--- config.mk ---
export PLATFORM = sky130hd
export DESIGN_NAME = mmio_memory_controller
export DESIGN_NICKNAME = d
export VERILOG_FILES = /design/src/rtl/mmio_pkg.sv /design/src/rtl/sw_debounce.sv /design/src/rtl/mmio_memory_controller.sv
export SDC_FILE = /design/constraint.sdc
export NUM_CORES = 1
export LEC_CHECK = 0
export ABC_AREA = 1
export CORE_AREA = 5 5 306 308
export DETAILED_ROUTE_END_ITERATION = 10
export DIE_AREA = 0 0 311 313
export PLACE_DENSITY_LB_ADDON = 0.08
export RECOVER_POWER = 50
export SETUP_SLACK_MARGIN = 0.3
export SLEW_MARGIN = 25
export SYNTH_ARGS = -nofsm -noshare
export SYNTH_HDL_FRONTEND = slang
export SYNTH_SLANG_ARGS = --single-unit
--- constraint.sdc ---
create_clock -name clk -period 4.6 [get_ports clk]
set_clock_uncertainty 0.15 [all_clocks]
set_input_delay 1.38 -clock clk [delete_from_list [all_inputs] [get_ports clk]]
set_output_delay 1.38 -clock clk [all_outputs]
set_load 0.05 [all_outputs]
--- src/rtl/mmio_pkg.sv ---
// Region map for the MMIO controller: enum of address regions plus base/decode helpers.
// Everything is derived from the ROM/RAM depths and switch count so the map moves with the parameters.
package mmio_pkg;

    typedef enum logic [2:0] {
        RGN_ROM,
        RGN_RAM,
        RGN_SW,
        RGN_GPIO,
        RGN_STATUS,
        RGN_UNMAPPED
    } region_e;

    function automatic logic [63:0] sw_base(input logic [63:0] rom_depth,
                                            input logic [63:0] ram_depth);
        return rom_depth + ram_depth;
    endfunction

    function automatic logic [63:0] gpio_addr(input logic [63:0] rom_depth,
                                              input logic [63:0] ram_depth,
                                              input logic [63:0] n_sw);
        return sw_base(rom_depth, ram_depth) + n_sw;
    endfunction

    function automatic region_e decode(input logic [63:0] addr,
                                       input logic [63:0] rom_depth,
                                       input logic [63:0] ram_depth,
                                       input logic [63:0] n_sw);
        logic [63:0] swb;
        logic [63:0] gpa;
        region_e     rgn;
        swb = sw_base(rom_depth, ram_depth);
        gpa = gpio_addr(rom_depth, ram_depth, n_sw);
        if (addr < rom_depth)            rgn = RGN_ROM;
        else if (addr < swb)             rgn = RGN_RAM;
        else if (addr < gpa)             rgn = RGN_SW;
        else if (addr == gpa)            rgn = RGN_GPIO;
        else if (addr == gpa + 64'd1)    rgn = RGN_STATUS;
        else                             rgn = RGN_UNMAPPED;
        return rgn;
    endfunction

endpackage

--- src/rtl/sw_debounce.sv ---
// One switch: SYNC_STAGES-flop synchroniser followed by a saturating-free debounce counter.
// sw_q follows the synced input after DEBOUNCE_CYC consecutive differing samples; changed is a same-cycle pulse.
module sw_debounce #(
    parameter int SYNC_STAGES  = 2,
    parameter int DEBOUNCE_CYC = 16
) (
    input  logic clk,
    input  logic rst,
    input  logic sw_raw,
    output logic sw_q,
    output logic changed
);

    localparam int CNT_W = $clog2(DEBOUNCE_CYC) + 1;

    logic [SYNC_STAGES-1:0] sync;
    logic                   synced;
    logic [CNT_W-1:0]       cnt;

    assign synced  = sync[SYNC_STAGES-1];
    assign changed = (synced != sw_q) && (cnt == CNT_W'(DEBOUNCE_CYC - 1));

    always_ff @(posedge clk) begin
        if (rst) begin
            sync <= '0;
            cnt  <= '0;
            sw_q <= 1'b0;
        end else begin
            sync <= {sync[SYNC_STAGES-2:0], sw_raw};
            // Any sample matching the accepted value restarts the stability window.
            if (synced == sw_q) begin
                cnt <= '0;
            end else if (changed) begin
                sw_q <= synced;
                cnt  <= '0;
            end else begin
                cnt <= cnt + 1'b1;
            end
        end
    end

endmodule

--- src/rtl/mmio_memory_controller.sv ---
// Load/store decoder for ROM, RAM, debounced switches, GPIO and W1C change status.
// Reads answer exactly one cycle later; a request is taken every cycle with no back-pressure.
module mmio_memory_controller
    import mmio_pkg::*;
#(
    parameter int DATA_W       = 128,
    parameter int ADDR_W       = 32,
    parameter int ROM_DEPTH    = 120000,
    parameter int RAM_DEPTH    = 121000,
    parameter int N_SW         = 21,
    parameter int GPIO_W       = 32,
    parameter int SYNC_STAGES  = 2,
    parameter int DEBOUNCE_CYC = 16
) (
    input  logic              clk,
    input  logic              rst,
    input  logic              req_valid,
    input  logic              req_we,
    input  logic [ADDR_W-1:0] req_addr,
    input  logic [DATA_W-1:0] req_wd,
    output logic              rsp_valid,
    output logic [DATA_W-1:0] rsp_rd,
    output logic              rsp_err,
    output logic [ADDR_W-1:0] rom_addr,
    input  logic [DATA_W-1:0] rom_rd,
    output logic              ram_we,
    output logic [ADDR_W-1:0] ram_addr,
    output logic [DATA_W-1:0] ram_wd,
    input  logic [DATA_W-1:0] ram_rd,
    input  logic [N_SW-1:0]   sw_in,
    output logic [GPIO_W-1:0] gpio,
    output logic              gpio_stb,
    output logic              sw_irq
);

    localparam int SW_BASE = ROM_DEPTH + RAM_DEPTH;
    localparam int LOW_W   = (GPIO_W > N_SW) ? GPIO_W : N_SW;

    region_e          req_region;
    region_e          rsp_region;
    logic             rd_req;
    logic             wr_req;
    logic             sw_bit;
    logic [LOW_W-1:0] rd_low;
    logic [LOW_W-1:0] rsp_low;
    logic [N_SW-1:0]  sw_q;
    logic [N_SW-1:0]  sw_chg;
    logic [N_SW-1:0]  status;
    logic [N_SW-1:0]  w1c;

    assign req_region = decode(64'(req_addr), 64'(ROM_DEPTH), 64'(RAM_DEPTH), 64'(N_SW));
    assign rd_req     = req_valid && !req_we;
    assign wr_req     = req_valid && req_we;

    assign rom_addr = (req_region == RGN_ROM) ? req_addr : '0;
    assign ram_addr = (req_region == RGN_RAM) ? req_addr - ADDR_W'(ROM_DEPTH) : '0;
    assign ram_we   = wr_req && (req_region == RGN_RAM) && !rst;
    assign ram_wd   = req_wd;
    assign w1c      = (wr_req && req_region == RGN_STATUS) ? req_wd[N_SW-1:0] : '0;
    assign sw_irq   = |status;

    for (genvar i = 0; i < N_SW; i++) begin : g_sw
        sw_debounce #(
            .SYNC_STAGES (SYNC_STAGES),
            .DEBOUNCE_CYC(DEBOUNCE_CYC)
        ) u_deb (
            .clk    (clk),
            .rst    (rst),
            .sw_raw (sw_in[i]),
            .sw_q   (sw_q[i]),
            .changed(sw_chg[i])
        );
    end

    always_comb begin
        sw_bit = 1'b0;
        for (int i = 0; i < N_SW; i++) begin
            if (req_addr == ADDR_W'(SW_BASE + i)) sw_bit = sw_q[i];
        end
    end

    // Register-backed regions are captured now; ROM/RAM data arrives from the memories next cycle.
    always_comb begin
        rd_low = '0;
        case (req_region)
            RGN_SW:     rd_low[0]          = sw_bit;
            RGN_GPIO:   rd_low[GPIO_W-1:0] = gpio;
            RGN_STATUS: rd_low[N_SW-1:0]   = status;
            default:    rd_low             = '0;
        endcase
    end

    always_ff @(posedge clk) begin
        if (rst) begin
            rsp_valid  <= 1'b0;
            rsp_err    <= 1'b0;
            rsp_region <= RGN_UNMAPPED;
            rsp_low    <= '0;
            gpio       <= '0;
            gpio_stb   <= 1'b0;
            status     <= '0;
        end else begin
            rsp_valid  <= rd_req;
            rsp_err    <= req_valid && (req_we ? (req_region == RGN_ROM || req_region == RGN_SW ||
                                                  req_region == RGN_UNMAPPED)
                                               : (req_region == RGN_UNMAPPED));
            rsp_region <= req_region;
            rsp_low    <= rd_low;
            gpio_stb   <= wr_req && (req_region == RGN_GPIO);
            if (wr_req && req_region == RGN_GPIO) gpio <= req_wd[GPIO_W-1:0];
            // A new change sets its bit even when the same bit is being cleared.
            status <= (status & ~w1c) | sw_chg;
        end
    end

    always_comb begin
        rsp_rd = '0;
        if (rsp_valid) begin
            case (rsp_region)
                RGN_ROM: rsp_rd = rom_rd;
                RGN_RAM: rsp_rd = ram_rd;
                default: rsp_rd[LOW_W-1:0] = rsp_low;
            endcase
        end
    end

endmodule

# Word level (Yosys, flattened, before mapping)
# Cells that the tools add are included.
# word_totals
ff_bits	259
mem_bits_ro	0
latch_bits	0
out_inout_bits	357
n_memories	0
ramBits	0
# classes
n_mux	35
eq_ne	92
div	0
n_addsub	22
multipliers	0
bitwise	25
magnitude_cmp	3
n_reduce_logical	78
n_shift	0
# op_table
op	n
32-bit by 18-bit equality test with 1-bit output, second input constant	23
96-bit one-hot mux with 2 select lines	1
128-bit two-way mux	1
5-bit by 1-bit adder with 5-bit output, second input constant	21
5-bit by 4-bit equality test with 1-bit output, second input constant	21
32-bit by 18-bit less-than comparator with 1-bit output, second input constant	2
32-bit two-way mux	2
32-bit one-hot mux with 2 select lines	1
3-bit OR reduction	21
2-bit AND reduction	21
20-bit one-hot mux with 2 select lines	1
32-bit by 17-bit less-than comparator with 1-bit output, second input constant	1
32-bit by 17-bit subtractor with 32-bit output, second input constant	1
1-bit logical AND	28
1-bit two-way mux	23
1-bit NOT	22
21-bit bitwise AND	1
1-bit equality test	21
21-bit two-way mux	1
1-bit inequality test	21
21-bit NOT	1
21-bit bitwise OR	1
21-bit OR reduction	1
3-bit two-way mux	4
other kinds (8)	14

# Depth between registers and ports, before layout
# logic_depth
word_depth	23
ltp_mapped	24

# Modules after synthesis
# From an unflattened synthesis, not the netlist that was laid out.
# hier_totals
hier_cells	2084
hier_area_um2	14358.8
# modules_own_cells
module	instances	area_each_um2	cells_each
mmio_memory_controller	1	7711.1	1307
sw_debounce	21	316.6	37

# Worst setup path after synthesis
# No wires, ideal clock.
# synth_path
kind	input to output
from	input port req_addr[6]
to	output port ram_addr[12]
path_slack_ns	-0.576
stages	9
arrival_time_ns	3.646
path_cell_list	ha_1 -> nor2_1 -> o21ai_0 -> nand2_1 -> nand2_1 -> nand2_1 -> nand3_1 -> nand2_1 -> nor3b_1
# synth_via
elab_chain_len	8
# synth_rtl
element	line_no	source
start: declaration	mmio_memory_controller.sv:19	input logic [ADDR_W-1:0] req_addr,
parallel branches: the longest is 7 deep, another holds 32-bit by 18-bit less-than comparator with 1-bit output	-	
32-bit two-way mux *	mmio_memory_controller.sv:56	assign ram_addr = (req_region == RGN_RAM) ? req_addr - ADDR_W'(ROM_DEPTH) : '0;
end: declaration	mmio_memory_controller.sv:27	output logic [ADDR_W-1:0] ram_addr,
# Every way passes the cells marked *.

# Worst setup path after layout
# layout_path
from	input port req_addr[7]
to	output port ram_addr[10]
# The elaborated chain is that of the path after synthesis.

==> reports/results.ini <==
[clock_network]
clkSinkCount = 259
clk_latency_ns = 0.58
cts_tree = done
hold_buffers = 0
clk_pin_slew_ns = 0.05
cts_root_buffer = clkbuf_16
cts_buffers = 36
h-tree-depth = 2
clk_path_buf_depth = 3

[die]
rows = 111
core_mm2 = 0.09083
io_pins = 798
die_x_um = 311
die_area_mm2 = 0.09734
initial_utilization = 0.1502
die_h_um = 313

[synth]
ys_warn_count = 0
synthFlopType = dfxtp_1
ys_seq_elements = 259
synth_top_area_frac = 0.3801
synthMostInstantiatedCell = nand2_1
synth_edf_count = 0
ys_seq_area_frac = 0.3801
ys_top_cells_by_count = 443 x nand2_1, 259 x dfxtp_1, 240 x inv_1
synth-async-reset-ratio = 0
synth_largest_area_cell = dfxtp_1
synthCells = 1987
synth.distinct_cells = 43
synthTopCellsByArea = dfxtp_1 38%, nand2_1 12%, buf_4 8.3%
syn_area_mm2 = 0.01364
synth_area_per_cell_um2 = 6.866

[cells_and_area]
area_growth_pct = 79.90
drive_above_1_share = 0.2169
fin_util = 0.2702
final_nets = 3047

[placement]
dp_slack_ns = -0.5654
gp_congestion = 0.8451
hpwl_um = 87110
io_buffers = 583

[drt]
ant_nets = 0
drc = 0
first_pass_iters = 6
drt_iter0_markers = 874
wl_um = 102800
vias_per_cell = 3.979
vias = 15060
wire_per_inst_um = 27.16

[status]
outcome = finished with violations
violations = max-capacitance violations, max-slew violations

[global_routing]
met3_usage = 0.1555
use_met2 = 0.2873
grt_pass1_vias = 15400
grt_pass1_wl_um = 134500
antenna_found_initial = 29
grt_use_met1 = 0.2417
track_usage = 0.2022
grt_max_degree = 77
busiest_layer = met2
grt_overflow = 0

[critical_path]
startpoint_type = input pin
crit_path_max_fanout = 4
crit_arrival_ns = 2.95
cp_data_required_time_ns = 3.07
path_class = in -> out
endpoint_kind = output port

[sta]
maxSlewViolCount = 148
hold_viol_final = 0
tightest_slew_ns = 1.926
grt_setup_unrepaired = yes
setup-violations-final = 0
setup_ws_ns = 0.1161
setup_tns_ns = 0
min_period_over_period = 0.9748
period_minus_slack_ns = 4.484
max_freq_ghz = 0.2230
slew_headroom = -0.2839

[flow_run]
maxCapViolations = 2

[power]
ir_worst_vdd_mv = 0.2406
pwr_density_cell_mw_per_mm2 = 236.0
power_leakage_uw = 0.009485

[hold_path]
hold_path_class = reg -> reg

critical path: stages:
cell	delay, ns
buf_12	0.10
inv_6	0.03
ha_4	0.16
nand3_2	0.07
nand2_2	0.05
a21oi_2	0.13
o21ai_2	0.10
a21oi_4	0.26
nand2_8	0.10
buf_12	0.14
buf_12	0.11
nor3_4	0.14
buf_12	0.16
power by group:
group	switching (uW)	leakage [uW]	internal, uW
clock	1160	0.000581	1640
combinational	350	0.00681	354
sequential	15.0	0.00210	2270
placed cells by master, fill, tap and decap left out, drive strengths merged, types with 3 or more instances in the layout:
cell | synthesis | routed
o31ai | 10 | 10
nand3 | 125 | 125
dfxtp | 259 | 259
clkbuf | 64 | 56
buf | 166 | 371
nand4 | 7 | 7
clkdlybuf4s50 | 0 | 319
nand2 | 444 | 445
clkdlybuf4s15 | 0 | 10
conb | 1 | 22
nor4 | 3 | 3
inv | 250 | 251
o21ai | 57 | 57
o22ai | 17 | 17
clkinv | 4 | 13
o21bai | 9 | 9
a21oi | 193 | 193
nor3 | 6 | 6
dlygate4sd3 | 0 | 33
nor3b | 23 | 23
diode | 0 | 13
o21a | 12 | 12
nor2 | 246 | 246
o211ai | 3 | 3
dlygate4sd2 | 0 | 6
ha | 44 | 44
xor2 | 31 | 31
timing repair:
| action | in CTS | in global routing |
|---|---|---|
| resized for setup | 137 | 44 |
| buffers inserted | 47 | 5 |
| gates cloned | 2 | 0 |
| pin swaps | 36 | 22 |
| endpoints found under the setup margin | 44 | 91 |
logic make-up (layout without fill, tap and decap cells):
kind of cell,Yosys count,count (layout),synth area share
and+or+nand+nor,858,859,0.2599
adders and majority gates,44,44,0.04036
xor gates and xnor gates,32,32,0.02054
buffers and inverters,484,1061,0.1752
other,1,35,0.0002749
DFF,259,259,0.3801
AOI/OAI and AO/OA,309,309,0.1236
sequential cells by signal (all words and copies together) (netlist names):
signal	flops
status	21
rsp_valid	1
rsp_low	32
g_sw.u_deb.sw_q	21
g_sw.u_deb.cnt	105
gpio_stb	1
rsp_region	3
gpio	32
g_sw.u_deb.sync	42
rsp_err	1
worst paths after layout:
path         cells past startpoint              startpoint  slack [ns]                      to
max                             13             req_addr[7]        0.12            ram_addr[10]
min                              2  g_sw[17].u_deb.sync[0]        0.25  g_sw[17].u_deb.sync[1]
max reg2reg                     22      g_sw[0].u_deb.sw_q        2.59              rsp_low[0]
min reg2reg                      2  g_sw[17].u_deb.sync[0]        0.25  g_sw[17].u_deb.sync[1]
stage by stage:
| stage | hold WS, ns | cells | total power [uW] | area (um2) |
|---|---|---|---|---|
| CTS | 0.2564 | 3767 | 5907 | 24330 |
| global route | 0.2649 | 3778 | 6038 | 24520 |
| global placement | 0.2477 | 3656 | 3016 | 22560 |
| detailed placement | 0.2482 | 3656 | 3015 | 22560 |
| finish | 0.2528 | 3785 | 5792 | 24540 |
| floorplan | 0.2383 | 2008 | 2804 | 14120 |
layout make-up:
| class | instances | area (um2) |
|---|---|---|
| Antenna cell | 13 | 32.53 |
| Inverter | 254 | 973.4 |
| Clock inverter | 12 | 156.4 |
| Multi-Input combinational cell | 1266 | 6794 |
| Tap cell | 1186 | 1484 |
| Sequential cell | 259 | 5186 |
| Fill cell | 9900 | 66290 |
| Timing Repair Buffer | 745 | 8881 |
| Clock buffer | 50 | 1033 |
routing by layer:
metal,up-vias,share of wire
met1,7065,0.41
met4,12,0.018
met3,112,0.17
met2,603,0.40
li1,7267,-
met5,-,0.0015
Note: power is estimated with default switching activity, not from simulation.
==> patch, RTL diff (same settings) <==
The output `gpio_stb` loses its register stage (`gpio_stb` becomes a continuous assignment).
--- a/src/rtl/mmio_memory_controller.sv
+++ b/src/rtl/mmio_memory_controller.sv
@@ -97,7 +97,6 @@
             rsp_region <= RGN_UNMAPPED;
             rsp_low    <= '0;
             gpio       <= '0;
-            gpio_stb   <= 1'b0;
             status     <= '0;
         end else begin
             rsp_valid  <= rd_req;
@@ -106,12 +105,13 @@
                                                : (req_region == RGN_UNMAPPED));
             rsp_region <= req_region;
             rsp_low    <= rd_low;
-            gpio_stb   <= wr_req && (req_region == RGN_GPIO);
             if (wr_req && req_region == RGN_GPIO) gpio <= req_wd[GPIO_W-1:0];
             // A new change sets its bit even when the same bit is being cleared.
             status <= (status & ~w1c) | sw_chg;
         end
     end
+
+    assign gpio_stb = wr_req && (req_region == RGN_GPIO);
 
     always_comb begin
         rsp_rd = '0;
Behaviour: not the same (a bounded check fails within 4 cycles, from zero or initial values and one cycle with rst high).
==> patch against the unedited design <==
The run still ends with capacitance limit, slew limit left; design area rose by 0.90%; worst setup slack got worse by 0.11 ns; synthesized area rose by 2.1%; die area did not move; sequential share of layout area fell by 0.27 points; final cell count rose by 0.16%; non-clock buffer count fell by 1; first-iteration DRC count fell by 12%; sequential cell count fell by 1; total power fell by 0.92%; wire length fell by 1.3%; via count rose by 1.9%; largest power group unchanged.
==> patch: results (changes against the unedited design) <==
* Final weighted congestion in routability-driven placement at 0.8264 (was 0.8451)
* Critical path launch point: req_addr[8] (was req_addr[7])
* Fill cell count at 9,978 (was 9,900)
* Sequential standard cell area at 5166 um^2 (was 5186 um^2)
* Top post-synthesis cells by count: sky130_fd_sc_hd__nand2_1 (294), sky130_fd_sc_hd__dfxtp_1 (258), sky130_fd_sc_hd__nand3_1 (252) (was sky130_fd_sc_hd__nand2_1 (443), sky130_fd_sc_hd__dfxtp_1 (259), sky130_fd_sc_hd__inv_1 (240))
* Sequential share of the synthesized area at 0.3707 (was 0.3801)
* Worst slack, placed at -0.9119 ns (was -0.5654 ns)
* Nets at 3,051 (was 3,047)
* Number of buffers added by the clock tree synthesis step at 34 (was 36)
* Via count at 15,346 (was 15,059)
* Wirelength per Cell at 26.78 um (was 27.16 um)
* Number of slew-limit violations in the final report at 46 (was 148)
* Violated checks: capacitance limit, slew limit (unchanged)
* Status: finished, violations left (unchanged)
* Number of antenna violations at the first check in global routing at 38 (was 29)
* Fraction of final layout cells sized beyond drive strength 1 at 0.2225 (was 0.2169)
* Max-cap violations at 1 (was 2)
* Worst R2R Start: g_sw[3].u_deb.sw_q$_SDFFE_PP0P_ (was g_sw[0].u_deb.sw_q$_SDFFE_PP0P_)
* Leakage Power at 9.470 nW (was 9.485 nW)
* Skew-Pair Late Insertion Delay at 0.56 ns (was 0.58 ns)
* Cell variety after synth at 45 (was 43)
* HPWL after DPL at 85.58 mm (was 87.11 mm)
* Number of setup buffers added after CTS at 31 (was 47)
* Least-Margin Pin Slew at 2.294 ns (was 1.926 ns)
* Number of detailed-route iterations in the first pass at 5 (was 6)
* Largest fanout of any net on the critical path at 5 (was 4)
* Routing usage on met1 at 0.2287 (was 0.2417)
* Count of non-filler cells in the finished layout at 3,791 (was 3,785)
* Post-synthesis average cell area at 6.938 um^2 (was 6.866 um^2)
* Post-cts repair resize count at 200 (was 137)
* GRT Util Overall at 0.1985 (was 0.2022)
* Met2 global-route usage at 0.3085 (was 0.2873)
## patch: changes by cell type in the layout (fill, tap and decap cells not counted), sizes merged, moves of 8 or more
cell | before | now
nor3 | 6 | 22
a21oi | 193 | 182
dlygate4sd3 | 33 | 1
clkdlybuf4s50 | 319 | 348
buf | 371 | 381
o21ai | 57 | 88
nand3 | 125 | 255
nand2 | 445 | 295
clkdlybuf4s15 | 10 | 2
o22ai | 17 | 2
## patch: final timing paths
kind                                             to  slack, ns  cells past startpoint
setup / recovery                             ram_we      0.009                     13
hold / removal    g_sw[12].u_deb.sync[1]$_SDFF_PP0_       0.25                      2
setup reg to reg              rsp_low[0]$_SDFF_PP0_       2.52                     20
hold reg to reg   g_sw[12].u_deb.sync[1]$_SDFF_PP0_       0.25                      2
## patch: stage by stage
step	hold WS (ns)	power, mW
finish	0.2494	5.738
global route	0.2720	5.969
CTS	0.2504	5.848
detailed placement	0.2432	2.991
global placement	0.2465	2.992
floorplan	0.2383	2.796
## patch: worst max-delay path, cell delays in order
cell and delay, ns:
sky130_fd_sc_hd__buf_8 0.10, sky130_fd_sc_hd__buf_6 0.11, sky130_fd_sc_hd__nand2_4 0.07, sky130_fd_sc_hd__nor2_4 0.05
sky130_fd_sc_hd__nand2_2 0.09, sky130_fd_sc_hd__o221ai_4 0.11, sky130_fd_sc_hd__nor2_2 0.11, sky130_fd_sc_hd__o21ai_2 0.08
sky130_fd_sc_hd__a21oi_4 0.32, sky130_fd_sc_hd__nand2_8 0.14, sky130_fd_sc_hd__buf_12 0.17, sky130_fd_sc_hd__nor3_4 0.15
sky130_fd_sc_hd__buf_12 0.16
## patch: logic make-up after synthesis
group / share of synthesized area
buffers and inverters: 0.1763
AO/OA/AOI/OAI: 0.1227
XOR/XNOR: 0.02012
adder cells (fa/ha/maj): 0.03952
flip-flops: 0.3707
other: 0.0002692
AND/OR/NAND/NOR: 0.2704
## patch: power by group
group / internal, mW / total [mW] / switching (mW)
Clock: 1.69 / 2.76 / 1.07
Sequential: 2.26 / 2.27 / 0.0132
Combinational: 0.362 / 0.707 / 0.346
Total: 4.31 / 5.74 / 1.43
## patch: area by class of cell
class | count | share of cell area
diodes | 16 | 0.001617
multi-input cells | 1271 | 0.2879
flip-flops and latches | 258 | 0.2086
clock inverters | 10 | 0.006923
repair buffers | 744 | 0.3544
well taps | 1186 | 0.05993
clock buffers | 49 | 0.04027
inverters | 257 | 0.04027
## patch: routing by layer
layer | part of all wire | wire length (um)
met5 | 0.00012 | 12
met4 | 0.018 | 1854
met3 | 0.15 | 14920
met2 | 0.44 | 44680
met1 | 0.39 | 40060
